<file path="src/rtl/encoder_pkg.sv">
// Shared types and sizes for the encoder round/file sequencer.
package encoder_pkg;

  localparam int FILE_W         = 10;
  localparam int ITER_W         = 5;
  localparam int WDOG_W         = 10;
  localparam int DEF_NUM_ROUNDS = 24;

  localparam logic [3:0] ST_IDLE = 4'd0;
  localparam logic [3:0] ST_CP   = 4'd1;
  localparam logic [3:0] ST_CP_W = 4'd2;
  localparam logic [3:0] ST_RO   = 4'd3;
  localparam logic [3:0] ST_RO_W = 4'd4;
  localparam logic [3:0] ST_PE   = 4'd5;
  localparam logic [3:0] ST_PE_W = 4'd6;
  localparam logic [3:0] ST_RE   = 4'd7;
  localparam logic [3:0] ST_RE_W = 4'd8;
  localparam logic [3:0] ST_RC   = 4'd9;
  localparam logic [3:0] ST_RC_W = 4'd10;
  localparam logic [3:0] ST_DONE = 4'd11;

  typedef enum logic [3:0] {
    S_IDLE = ST_IDLE,
    S_CP   = ST_CP,
    S_CP_W = ST_CP_W,
    S_RO   = ST_RO,
    S_RO_W = ST_RO_W,
    S_PE   = ST_PE,
    S_PE_W = ST_PE_W,
    S_RE   = ST_RE,
    S_RE_W = ST_RE_W,
    S_RC   = ST_RC,
    S_RC_W = ST_RC_W,
    S_DONE = ST_DONE
  } state_t;

endpackage

</file>
<file path="src/rtl/encoder_watchdog.sv">
// Per-stage wait counter; expired flags the last permitted wait cycle.
module encoder_watchdog
  import encoder_pkg::*;
#(
  parameter int LIMIT = 1023
) (
  input  logic clk,
  input  logic rst,
  input  logic clr,
  input  logic en,
  output logic expired
);

  logic [WDOG_W-1:0] cnt;

  always_ff @(posedge clk) begin
    if (rst || clr) cnt <= '0;
    else if (en)    cnt <= cnt + 1'b1;
  end

  assign expired = en && (cnt == WDOG_W'(LIMIT - 1));

endmodule

</file>
<file path="src/rtl/encoder_controller.sv">
// Round/file sequencer for the five encoder stages.
// Optional stage watchdog: ENCODER_CTRL_WATCHDOG_EN.
module encoder_controller
  import encoder_pkg::*;
#(
  parameter int NUM_ROUNDS = DEF_NUM_ROUNDS,
  parameter int WDOG_LIMIT = 1023
) (
  input  logic              clk,
  input  logic              rst,
  input  logic              start,
  input  logic [FILE_W-1:0] num_files,
  output logic              busy,
  output logic              done,
  output logic              error,
  output logic [FILE_W-1:0] file_index,
  output logic [ITER_W-1:0] iteration,
  output logic              CP_start,
  output logic              RO_start,
  output logic              PE_start,
  output logic              RE_start,
  output logic              RC_start,
  input  logic              CP_finish,
  input  logic              RO_finish,
  input  logic              PE_finish,
  input  logic              RE_finish,
  input  logic              RC_finish
);

  state_t            state, next;
  logic [FILE_W-1:0] nfiles;
  logic              wait_st, fin_sel;
  logic              last_rnd, last_file;
  logic              expired, wd_trip;

  // only the finish line of the stage being waited on matters
  always_comb begin
    fin_sel = 1'b0;
    wait_st = 1'b1;
    unique case (state)
      S_CP_W:  fin_sel = CP_finish;
      S_RO_W:  fin_sel = RO_finish;
      S_PE_W:  fin_sel = PE_finish;
      S_RE_W:  fin_sel = RE_finish;
      S_RC_W:  fin_sel = RC_finish;
      default: wait_st = 1'b0;
    endcase
  end

  assign last_rnd  = iteration == ITER_W'(NUM_ROUNDS - 1);
  assign last_file = file_index == nfiles - 1'b1;
  assign wd_trip   = wait_st && !fin_sel && expired;

`ifdef ENCODER_CTRL_WATCHDOG_EN
  logic pulse_st;
  logic error_q;

  assign pulse_st = state inside {S_CP, S_RO, S_PE, S_RE, S_RC};

  encoder_watchdog #(.LIMIT(WDOG_LIMIT)) u_wdog (
    .clk     (clk),
    .rst     (rst),
    .clr     (pulse_st),
    .en      (wait_st),
    .expired (expired)
  );

  always_ff @(posedge clk) begin
    if (rst)                              error_q <= 1'b0;
    else if (state == S_IDLE && start)    error_q <= 1'b0;
    else if (wd_trip)                     error_q <= 1'b1;
  end

  assign error = error_q;
`else
  assign expired = 1'b0;
  assign error   = 1'b0;
`endif

  always_comb begin
    next = state;
    unique case (state)
      S_IDLE: if (start) next = (num_files == '0) ? S_DONE : S_CP;
      S_CP:   next = S_CP_W;
      S_RO:   next = S_RO_W;
      S_PE:   next = S_PE_W;
      S_RE:   next = S_RE_W;
      S_RC:   next = S_RC_W;
      S_CP_W: if (fin_sel) next = S_RO;
      S_RO_W: if (fin_sel) next = S_PE;
      S_PE_W: if (fin_sel) next = S_RE;
      S_RE_W: if (fin_sel) next = S_RC;
      S_RC_W: if (fin_sel) next = (last_rnd && last_file) ? S_DONE : S_CP;
      S_DONE: next = S_IDLE;
      default: next = S_IDLE;
    endcase
    if (wd_trip) next = S_IDLE;
  end

  always_ff @(posedge clk) begin
    if (rst) begin
      state      <= S_IDLE;
      nfiles     <= '0;
      file_index <= '0;
      iteration  <= '0;
    end else begin
      state <= next;
      if (state == S_IDLE && start && num_files != '0) begin
        nfiles     <= num_files;
        file_index <= '0;
        iteration  <= '0;
      end
      if (state == S_RC_W && fin_sel) begin
        if (!last_rnd) begin
          iteration <= iteration + 1'b1;
        end else if (!last_file) begin
          file_index <= file_index + 1'b1;
          iteration  <= '0;
        end
      end
    end
  end

  assign busy     = state != S_IDLE;
  assign done     = state == S_DONE;
  assign CP_start = state == S_CP;
  assign RO_start = state == S_RO;
  assign PE_start = state == S_PE;
  assign RE_start = state == S_RE;
  assign RC_start = state == S_RC;

endmodule
</file>
<file path="config.mk">
export PLATFORM = sky130hd
export DESIGN_NAME = encoder_controller
export DESIGN_NICKNAME = d
export VERILOG_FILES = /design/src/rtl/encoder_pkg.sv /design/src/rtl/encoder_watchdog.sv /design/src/rtl/encoder_controller.sv
export SDC_FILE = /design/constraint.sdc
export NUM_CORES = 1
export LEC_CHECK = 0
export CORE_ASPECT_RATIO = 2
export CORE_MARGIN = 5
export CORE_UTILIZATION = 46
export CTS_CLUSTER_SIZE = 40
export DETAILED_ROUTE_END_ITERATION = 16
export PLACE_DENSITY = 0.75
export SLEW_MARGIN = 20
export SYNTH_ARGS = -nofsm -noshare
export SYNTH_HDL_FRONTEND = slang
export SYNTH_SLANG_ARGS = --single-unit
export TNS_END_PERCENT = 5
</file>
<file path="constraint.sdc">
create_clock -name clk -period 2.7 [get_ports clk]
set_clock_uncertainty 0.15 [all_clocks]
set_input_delay 0.27 -clock clk [delete_from_list [all_inputs] [get_ports clk]]
set_output_delay 0.27 -clock clk [all_outputs]
set_load 0.02 [all_outputs]
</file>
Word level (Yosys, flattened, before mapping)
Index checks and enable logic that the tools add are counted.
Operators by class
  multiplexer cells: 18
  reduce and logical (&&, ||, !) cells: 9
  equal/unequal tests: 19
  $add $sub $neg: 3
Operators by type and width (number)
  4-bit one-hot mux with 11 select lines: 1
  10-bit 2-to-1 mux: 4
  4-bit 2-to-1 mux: 8
  5-bit 2-to-1 mux: 4
  4-bit by 3-bit equality test with 1-bit output (second input constant): 4
  4-bit equality test (second input constant): 4
  2-bit != test (second input constant): 6
  10-bit by 1-bit adder with 10-bit output (second input constant): 1
  10-bit equality test: 1
  10-bit logical NOT: 1
  10-bit nonzero test: 1
  10-bit by 1-bit subtractor with 10-bit output (second input constant): 1
  4-bit by 2-bit equality test with 1-bit output (second input constant): 2
  6-bit AND reduction: 1
  5-bit by 1-bit adder with 5-bit output (second input constant): 1
  5-bit equality test (second input constant): 1
  1-bit one-hot mux with 5 select lines: 1
  4-bit by 1-bit equality test with 1-bit output (second input constant): 1
  1-bit logical AND: 4
  4-bit logical NOT: 1
  4-bit nonzero test: 1
Word-level totals
  register bits after elaboration: 29
  logic and storage cells: 53
  input port bits: 18

Depth between registers and ports, before layout
Gate-level depths: netlist (run 1).
  depth in word-level cells: 7
  depth in mapped cells: 10
  mapped depth without buffers: 9

Least setup slack after synthesis (run 1)
Ideal clock, no wire load.
  path kind: register to register
  start: register nfiles[0]
  end: register state[3]
  data arrival time: 2.471 ns
  setup slack: 0.019 ns
  cell stages (with the launch flop): 8
  buffers on the path: 0
  path through: dfxtp_1 or2_1 or4_4 or4b_1 and3_4 or3_4 o32ai_2 a32o_1
Between the ends
  longest elaborated chain between the ends: 6
Ends and longest elaborated chain
  start, declared: RTL line encoder_controller.sv:31  | logic [FILE_W-1:0] nfiles;
  start signal, assigned: RTL line encoder_controller.sv:109  | nfiles <= num_files;
  10-bit by 1-bit subtractor with 10-bit output: RTL line encoder_controller.sv:51  | assign last_file = file_index == nfiles - 1'b1;
  10-bit equality test: RTL line encoder_controller.sv:51
  1-bit logical AND: RTL line encoder_controller.sv:93  | S_RC_W: if (fin_sel) next = (last_rnd && last_file) ? S_DONE : S_CP;
  4-bit 2-to-1 mux (2 in a row): RTL line encoder_controller.sv:93
  4-bit one-hot mux with 11 select lines: RTL line encoder_controller.sv:82  | unique case (state)
  end signal, assigned: RTL line encoder_controller.sv:107  | state <= next;
  end, declared: RTL line encoder_controller.sv:30  | state_t state, next;
Every way passes these cells. The select of a mux whose other input is x is not followed.
A chain may end at the register's enable or synchronous reset.

Final worst setup path (run 1)
  start: register nfiles[1]
  end: register state[3]
Same word-level chain as after synthesis.

==> flow_metrics.tcl, run 1 <==
set metrics [dict create \
    initial_utilization_pct 46.97 \
    grt_pass1_wl_mm 9.294 \
    route.detailed.vias_per_inst 5.874 \
    clockRootBuffer "sky130_fd_sc_hd__clkbuf_8" \
    synth_ff_type "sky130_fd_sc_hd__dfxtp_1" \
    hold_path_startpoint "nfiles[0]" \
    cts_sinks 29 \
    final_max_slew_viol_count 0 \
    grt_use_total_pct 20.73 \
    numPlacedInstances 349 \
    worst_path_largest_cell_delay_ps 520 \
    first_pass_iters 4 \
    place.gp.congestion 0.8525 \
    row_count 33 \
    cts_inserted_buffers 5 \
    cp_cell_sequence "or2_1, or4_4, or4b_1, and3_4, or3_4, o32ai_2, a32o_1" \
    average_wire_per_standard_cell_um 15.47 \
    cellPowerDensity_nw_per_um2 434.3 \
    reg2reg_depth 7 \
    area_delta_synth_final_pct 35.55 \
    hpwlAfterDp_mm 4.387 \
    synth_area_per_cell_sq_um 7.633 \
    critical_path.max_fanout 4 \
    insertion_delay_ps 280 \
    initialDrtViolationCount 39 \
    via_count 2091 \
    result_of_the_run "finished, final reports clean" \
    layout_min_cycle_time_ps 2680 \
    timing.hold.worst.class "flop to flop" \
    crit_type "flop to flop" \
    maxClockFrequency_mhz 373.1 \
    hold_path_depth 2 \
    grt_pass1_vias 2049 \
    yosysUniqueCellTypes 52 \
    yosysSeqAreaShare_pct 30.55 \
    synth_area_leaders "sky130_fd_sc_hd__dfxtp_1, sky130_fd_sc_hd__nand2_1, sky130_fd_sc_hd__nand3_1, sky130_fd_sc_hd__a21oi_1, sky130_fd_sc_hd__nor2_1" \
    crit_path_top_delay_cell "sky130_fd_sc_hd__or4b_1" \
    synth-warning-count 0 \
    tritoncts_clock_tree "yes" \
    post-synth-top-area-fraction_pct 30.55 \
    finish.net_count 325 \
    floorplan.die_area_sq_um 5595 \
    synth_fp_nets 270 \
    largest_net_degree_at_the_start_of_global_routing 29 \
    setup.reg_to_reg.worst_slack_ps 20 \
    hold_path_end "nfiles[0]" \
    clk_pin_slew_ps 60 \
    reg2reg_to "state[3]" \
    worstSetupEndpointType "flop" \
    max-clock-path-buffers 2 \
    power_leakage_nw 0.9606 \
    layoutNonFillerInstCount 356 \
    drcViolationCount 0 \
    crit_path_start_kind "flop" \
    maxCapViolCount 0 \
    final_clock_period_utilization_by_the_worst_path_pct 99.27 \
    mapped_area_sq_um 1901 \
    critical_path.n_buffers_inverters 0 \
    final.hold.worst_slack_ps 342.3 \
    timing.critical_path.arrival_ps 2750 \
    setup_repair_after_global_routing_missed_its_margin "yes" \
    floorplan.core_area_sq_um 4046 \
    synth-edff-count 0 \
    fp.dieH_um 100.9 \
    globalRouteOverflowTotal 0 \
    hold_viol 0 \
    critical-path-top-delay-family "simple AND/OR/NAND/NOR gates" \
    num_io_pins 41 \
    syn_inst 249 \
    final_layout_size_suffix_gt1_share_pct 13.16 \
    vdd_ir_drop_max_mv 0.3485 \
    timing.setup.tns_ps 0 \
    report.power.total_mw 1.119 \
    setup_violations 0 \
    num_antenna_cells 0 \
    htree_num_levels 2 \
    reg2reg_from "nfiles[1]" \
    die_width_um 55.45 \
    port_buffers 39 \
    antenna_found_initial 0 \
    antenna_left 0 \
    cts.repair_timing.setup_buffer_count 0 \
    critPathRequiredTime_ps 2770 \
    synth-seq-cells 29 \
    routed_wirelength_mm 5.508 \
    postSynth.asyncResetShare_pct 0 \
    post-synth-top-area-cell "sky130_fd_sc_hd__dfxtp_1" \
]
==> cell families after synthesis <==
logic type | count (synthesis) | synth area share [%]
flops | 29 | 30.55
xor+xnor | 14 | 6.452
buf+inv | 21 | 4.542
simple gates | 127 | 35.22
compound gates | 50 | 18.96
mux | 4 | 2.107
other cells | 1 | 0.1973
fa+ha+maj | 3 | 1.975
==> per-layer routing <==
metal	wire, um	global-route usage, %
met5	0	0
met4	301	13.11
met3	194	3.590
met2	3096	40.60
met1	1915	19.04
==> report_power, final <==
| group | total [mW] | internal [mW] | switching (mW) | leakage (nW) |
|---|---|---|---|---|
| Sequential | 0.464 | 0.445 | 0.0183 | 0.236 |
| Combinational | 0.295 | 0.136 | 0.158 | 0.680 |
| Clock | 0.360 | 0.202 | 0.159 | 0.0443 |
| Total | 1.12 | 0.784 | 0.335 | 0.961 |
==> state kept, by name (all words and copies together), names as in the netlist <==
signal and flops:
file_index 10, nfiles 10, iteration 5, state 4
==> how the worst max path moves through the flow <==
stage,cells after the start,from,slack (ps),to
2_1_floorplan,7,nfiles[0],20,state[3]
3_3_place_gp,7,nfiles[0],20,state[3]
3_5_place_dp,7,nfiles[0],-50,state[3]
4_1_cts,7,nfiles[0],10,state[3]
5_1_grt,7,nfiles[1],-80,state[3]
6_report,7,nfiles[1],20,state[3]
==> worst reg2reg max path, delay by kind of cell, from the launching register on <==
kind	cells	cell delay (ps)
AO/OA/AOI/OAI	2	370
AND/OR/NAND/NOR	5	1770
flip-flops	1	330
==> per-stage QoR <==
stage | setup WS, ps | cell area, sq um | util, %
final | 19.79 | 2576 | 63.67
after global routing | -77.67 | 2576 | 63.67
after CTS | 10.47 | 2571 | 63.54
after detailed placement | -53.54 | 2485 | 61.41
after global placement | 16.00 | 2485 | 61.41
after floorplan | 19.08 | 1901 | -
==> area by class of cell <==
| cell class | instances | area (sq um) |
|---|---|---|
| Tap cell | 52 | 65.06 |
| Clock buffer | 7 | 86.33 |
| Sequential cell | 29 | 581.8 |
| Fill cell | 390 | 1470 |
| Inverter | 6 | 22.52 |
| Multi-Input combinational cell | 199 | 1237 |
| Timing Repair Buffer | 63 | 583.1 |
==> cells in the mapped netlist (3+ instances only) <==
cell type and n:
sky130_fd_sc_hd__xnor2_1 7, sky130_fd_sc_hd__dfxtp_1 29, sky130_fd_sc_hd__mux2i_1 4, sky130_fd_sc_hd__nor3b_1 3
sky130_fd_sc_hd__nor2_1 17, sky130_fd_sc_hd__and3_1 5, sky130_fd_sc_hd__a21oi_1 16, sky130_fd_sc_hd__nor4_1 6
sky130_fd_sc_hd__o31ai_1 3, sky130_fd_sc_hd__nand2b_1 3, sky130_fd_sc_hd__nor3_1 11, sky130_fd_sc_hd__inv_1 6
sky130_fd_sc_hd__clkbuf_1 13, sky130_fd_sc_hd__ha_1 3, sky130_fd_sc_hd__nand3b_1 4, sky130_fd_sc_hd__nor2b_1 4
sky130_fd_sc_hd__nand2_1 35, sky130_fd_sc_hd__nand4_1 5, sky130_fd_sc_hd__nand3_1 19, sky130_fd_sc_hd__a31oi_1 7
sky130_fd_sc_hd__xor2_1 7
==> cells in the final DEF (no fill, tap or decap), drive strengths merged, types with 3 or more instances in the layout <==
| master | count |
|---|---|
| xnor2 | 7 |
| nand4 | 5 |
| or3 | 3 |
| nor3b | 3 |
| nand2 | 35 |
| mux2i | 4 |
| nand2b | 3 |
| nor2b | 4 |
| and3 | 6 |
| or4 | 3 |
| inv | 6 |
| or2 | 3 |
| o31ai | 4 |
| nor3 | 11 |
| a21oi | 16 |
| clkdlybuf4s50 | 39 |
| nor2 | 17 |
| nor4 | 6 |
| dfxtp | 29 |
| ha | 3 |
| clkbuf | 7 |
| buf | 24 |
| nand3 | 19 |
| a31oi | 7 |
| xor2 | 7 |
| nand3b | 4 |
==> what timing repair did <==
action / CTS / global route
cloned: 0 / 0
hold endpoints to repair: 0 / 0
hold buffers: 0 / 0
endpoints found under the setup margin: 1 / 15
pin swaps: 2 / 2
gates resized for setup: 0 / 2
No activity file was read; power rests on OpenSTA's default activity.
==> inputs of run 2 (changes only) <==
--- a/config.mk
+++ b/config.mk
@@ -5,12 +5,15 @@
 export SDC_FILE = /design/constraint.sdc
 export NUM_CORES = 1
 export LEC_CHECK = 0
+export CELL_PAD_IN_SITES_DETAIL_PLACEMENT = 0
+export CELL_PAD_IN_SITES_GLOBAL_PLACEMENT = 1
 export CORE_ASPECT_RATIO = 2
 export CORE_MARGIN = 5
-export CORE_UTILIZATION = 46
+export CORE_UTILIZATION = 41
 export CTS_CLUSTER_SIZE = 40
 export DETAILED_ROUTE_END_ITERATION = 16
-export PLACE_DENSITY = 0.75
+export DONT_BUFFER_PORTS = 1
+export PLACE_DENSITY = 0.74
 export SLEW_MARGIN = 20
 export SYNTH_ARGS = -nofsm -noshare
 export SYNTH_HDL_FRONTEND = slang
==> run 2 against run 1 <==
Against the previous run:
- design area down 9.1%
- first-iteration DRC count unchanged
- routed wire length up 2.1%
- sequential power about the same
- clock power up 29%
- setup slack better by 30 ps
- final cell count down 6.5%
- utilization down 12 points
- critical endpoint unchanged
- highest routed layer unchanged
==> flow_metrics.tcl, run 2 (synthesis gave the netlist of run 1 again) <==
set metrics [dict create \
    setup_repair_after_global_routing_missed_its_margin "yes" \
    max-clock-path-buffers 2 \
    reg_top3 "file_index: 10 flops, nfiles: 10 flops, iteration: 5 flops" \
    grt_use_total_pct 18.84 \
    timing.hold.worst.class "input pin to flop" \
    antenna_found_initial 0 \
    critPathRequiredTime_ps 2780 \
    postLayoutSetupSlackWorst_ps 49.35 \
    mostFrequentLayoutCell "sky130_fd_sc_hd__nand2_1" \
    grt_pass1_wl_mm 8.990 \
    htree_num_levels 2 \
    area_delta_synth_final_pct 23.17 \
    layout_min_cycle_time_ps 2651 \
    worst_pin_slew_ps 897.1 \
    cts_sinks 29 \
    crit_type "flop to flop" \
    hold_viol 0 \
    floorplan.core_area_sq_um 4554 \
    row_count 35 \
    layout.cells.most_common_list "sky130_fd_sc_hd__nand2_1, sky130_fd_sc_hd__dfxtp_1, sky130_fd_sc_hd__buf_4" \
    crit_path_start_kind "flop" \
    route.detailed.vias_per_inst 5.829 \
    initialDrtViolationCount 39 \
    grt_pass1_vias 1921 \
    insertion_delay_ps 280 \
    place.gp.congestion 0.7769 \
    routed_wirelength_mm 5.623 \
    num_antenna_cells 0 \
    seqCellArea_sq_um 580.6 \
    result_of_the_run "finished, final reports clean" \
    cts_inserted_buffers 5 \
    final_max_slew_viol_count 0 \
    clk_pin_slew_ps 70 \
    antenna_left 0 \
    port_buffers 0 \
    final_clock_period_utilization_by_the_worst_path_pct 98.17 \
    setup_violations 0 \
    largest_net_degree_at_the_start_of_global_routing 25 \
    drcViolationCount 0 \
    maxCapViolCount 0 \
    floorplan.die_area_sq_um 6180 \
    slew_headroom_pct 40.00 \
    detailedPlace.worstSlack_ps 2.153 \
    die_width_um 58.15 \
    timing.critical_path.arrival_ps 2730 \
    multi_input_comb_area_sq_um 1259 \
    critical_path.max_fanout 4 \
    cellPowerDensity_nw_per_um2 509.3 \
    num_io_pins 41 \
    initial_utilization_pct 41.73 \
    clockRootBuffer "sky130_fd_sc_hd__clkbuf_8" \
    via_count 1941 \
    first_pass_iters 4 \
    final_layout_size_suffix_gt1_share_pct 16.91 \
    power_leakage_nw 0.8894 \
    setup.reg_to_reg.worst_slack_ps 50 \
    fp.dieH_um 106.3 \
    report.power.total_mw 1.192 \
    cts.repair_timing.setup_buffer_count 0 \
    globalRouteOverflowTotal 0 \
    finish.net_count 298 \
    n_fill_cell 490 \
    maxClockFrequency_mhz 377.3 \
    average_wire_per_standard_cell_um 16.89 \
    hpwlAfterDp_mm 4.364 \
    worstSetupEndpointType "flop" \
    tritoncts_clock_tree "yes" \
    vdd_ir_drop_max_mv 0.4130 \
]
## run 2: final timing paths
kind	start	to	depth (start not counted)
setup / recovery	nfiles[0]	state[3]	7
hold / removal	num_files[5]	nfiles[5]	2
setup reg to reg	nfiles[0]	state[3]	7
hold reg to reg	nfiles[9]	nfiles[9]	2
## run 2: metal layers
layer  up-vias  global-route usage [%]  wire (um)
li1        966                       -          -
met1       926                   18.05       1999
met2        41                   36.89       3262
met3         8                   2.916        207
met4         0                   8.624        153
met5         -                       0          0
## run 2: layout make-up
class / instances / area share (%)
clock buffers: 7 / 3.688
clock inverters: 1 / 1.283
inverters: 6 / 0.9621
multi-input cells: 199 / 53.77
flip-flops and latches: 29 / 24.80
well taps: 55 / 2.940
repair buffers: 36 / 12.56
## run 2: power breakdown
part	switching (mW)	internal (mW)	leakage, nW
Clock	0.165	0.301	0.0585
Sequential	0.0168	0.445	0.235
Combinational	0.154	0.111	0.595
## run 2: metrics by stage
stage          area, sq um  hold slack [ps]  cells  setup TNS, ps  utilization [%]
2_1_floorplan         1901            256.0    249              0                -
3_5_place_dp          2116            195.8    317              0            46.46
3_3_place_gp          2116            193.8    317              0            46.46
6_report              2341            18.38    333              0            51.40
4_1_cts               2316            14.59    333              0            50.85
5_1_grt               2341            32.47    333         -255.7            51.40
## run 2: timing repair
action	in CTS	in global routing
hold buffers	8	0
gates resized for setup	1	5
hold endpoints to repair	22	0
setup endpoints to repair	1	13
pin swaps	0	6
## run 2: worst max-delay path, cell delays in order, from the launching register on
cell and delay [ps]:
sky130_fd_sc_hd__dfxtp_1 300, sky130_fd_sc_hd__or2_1 240, sky130_fd_sc_hd__or4_4 430, sky130_fd_sc_hd__or4b_4 530, sky130_fd_sc_hd__and3_4 220, sky130_fd_sc_hd__or3_4 380, sky130_fd_sc_hd__o32ai_2 210, sky130_fd_sc_hd__a32o_1 140
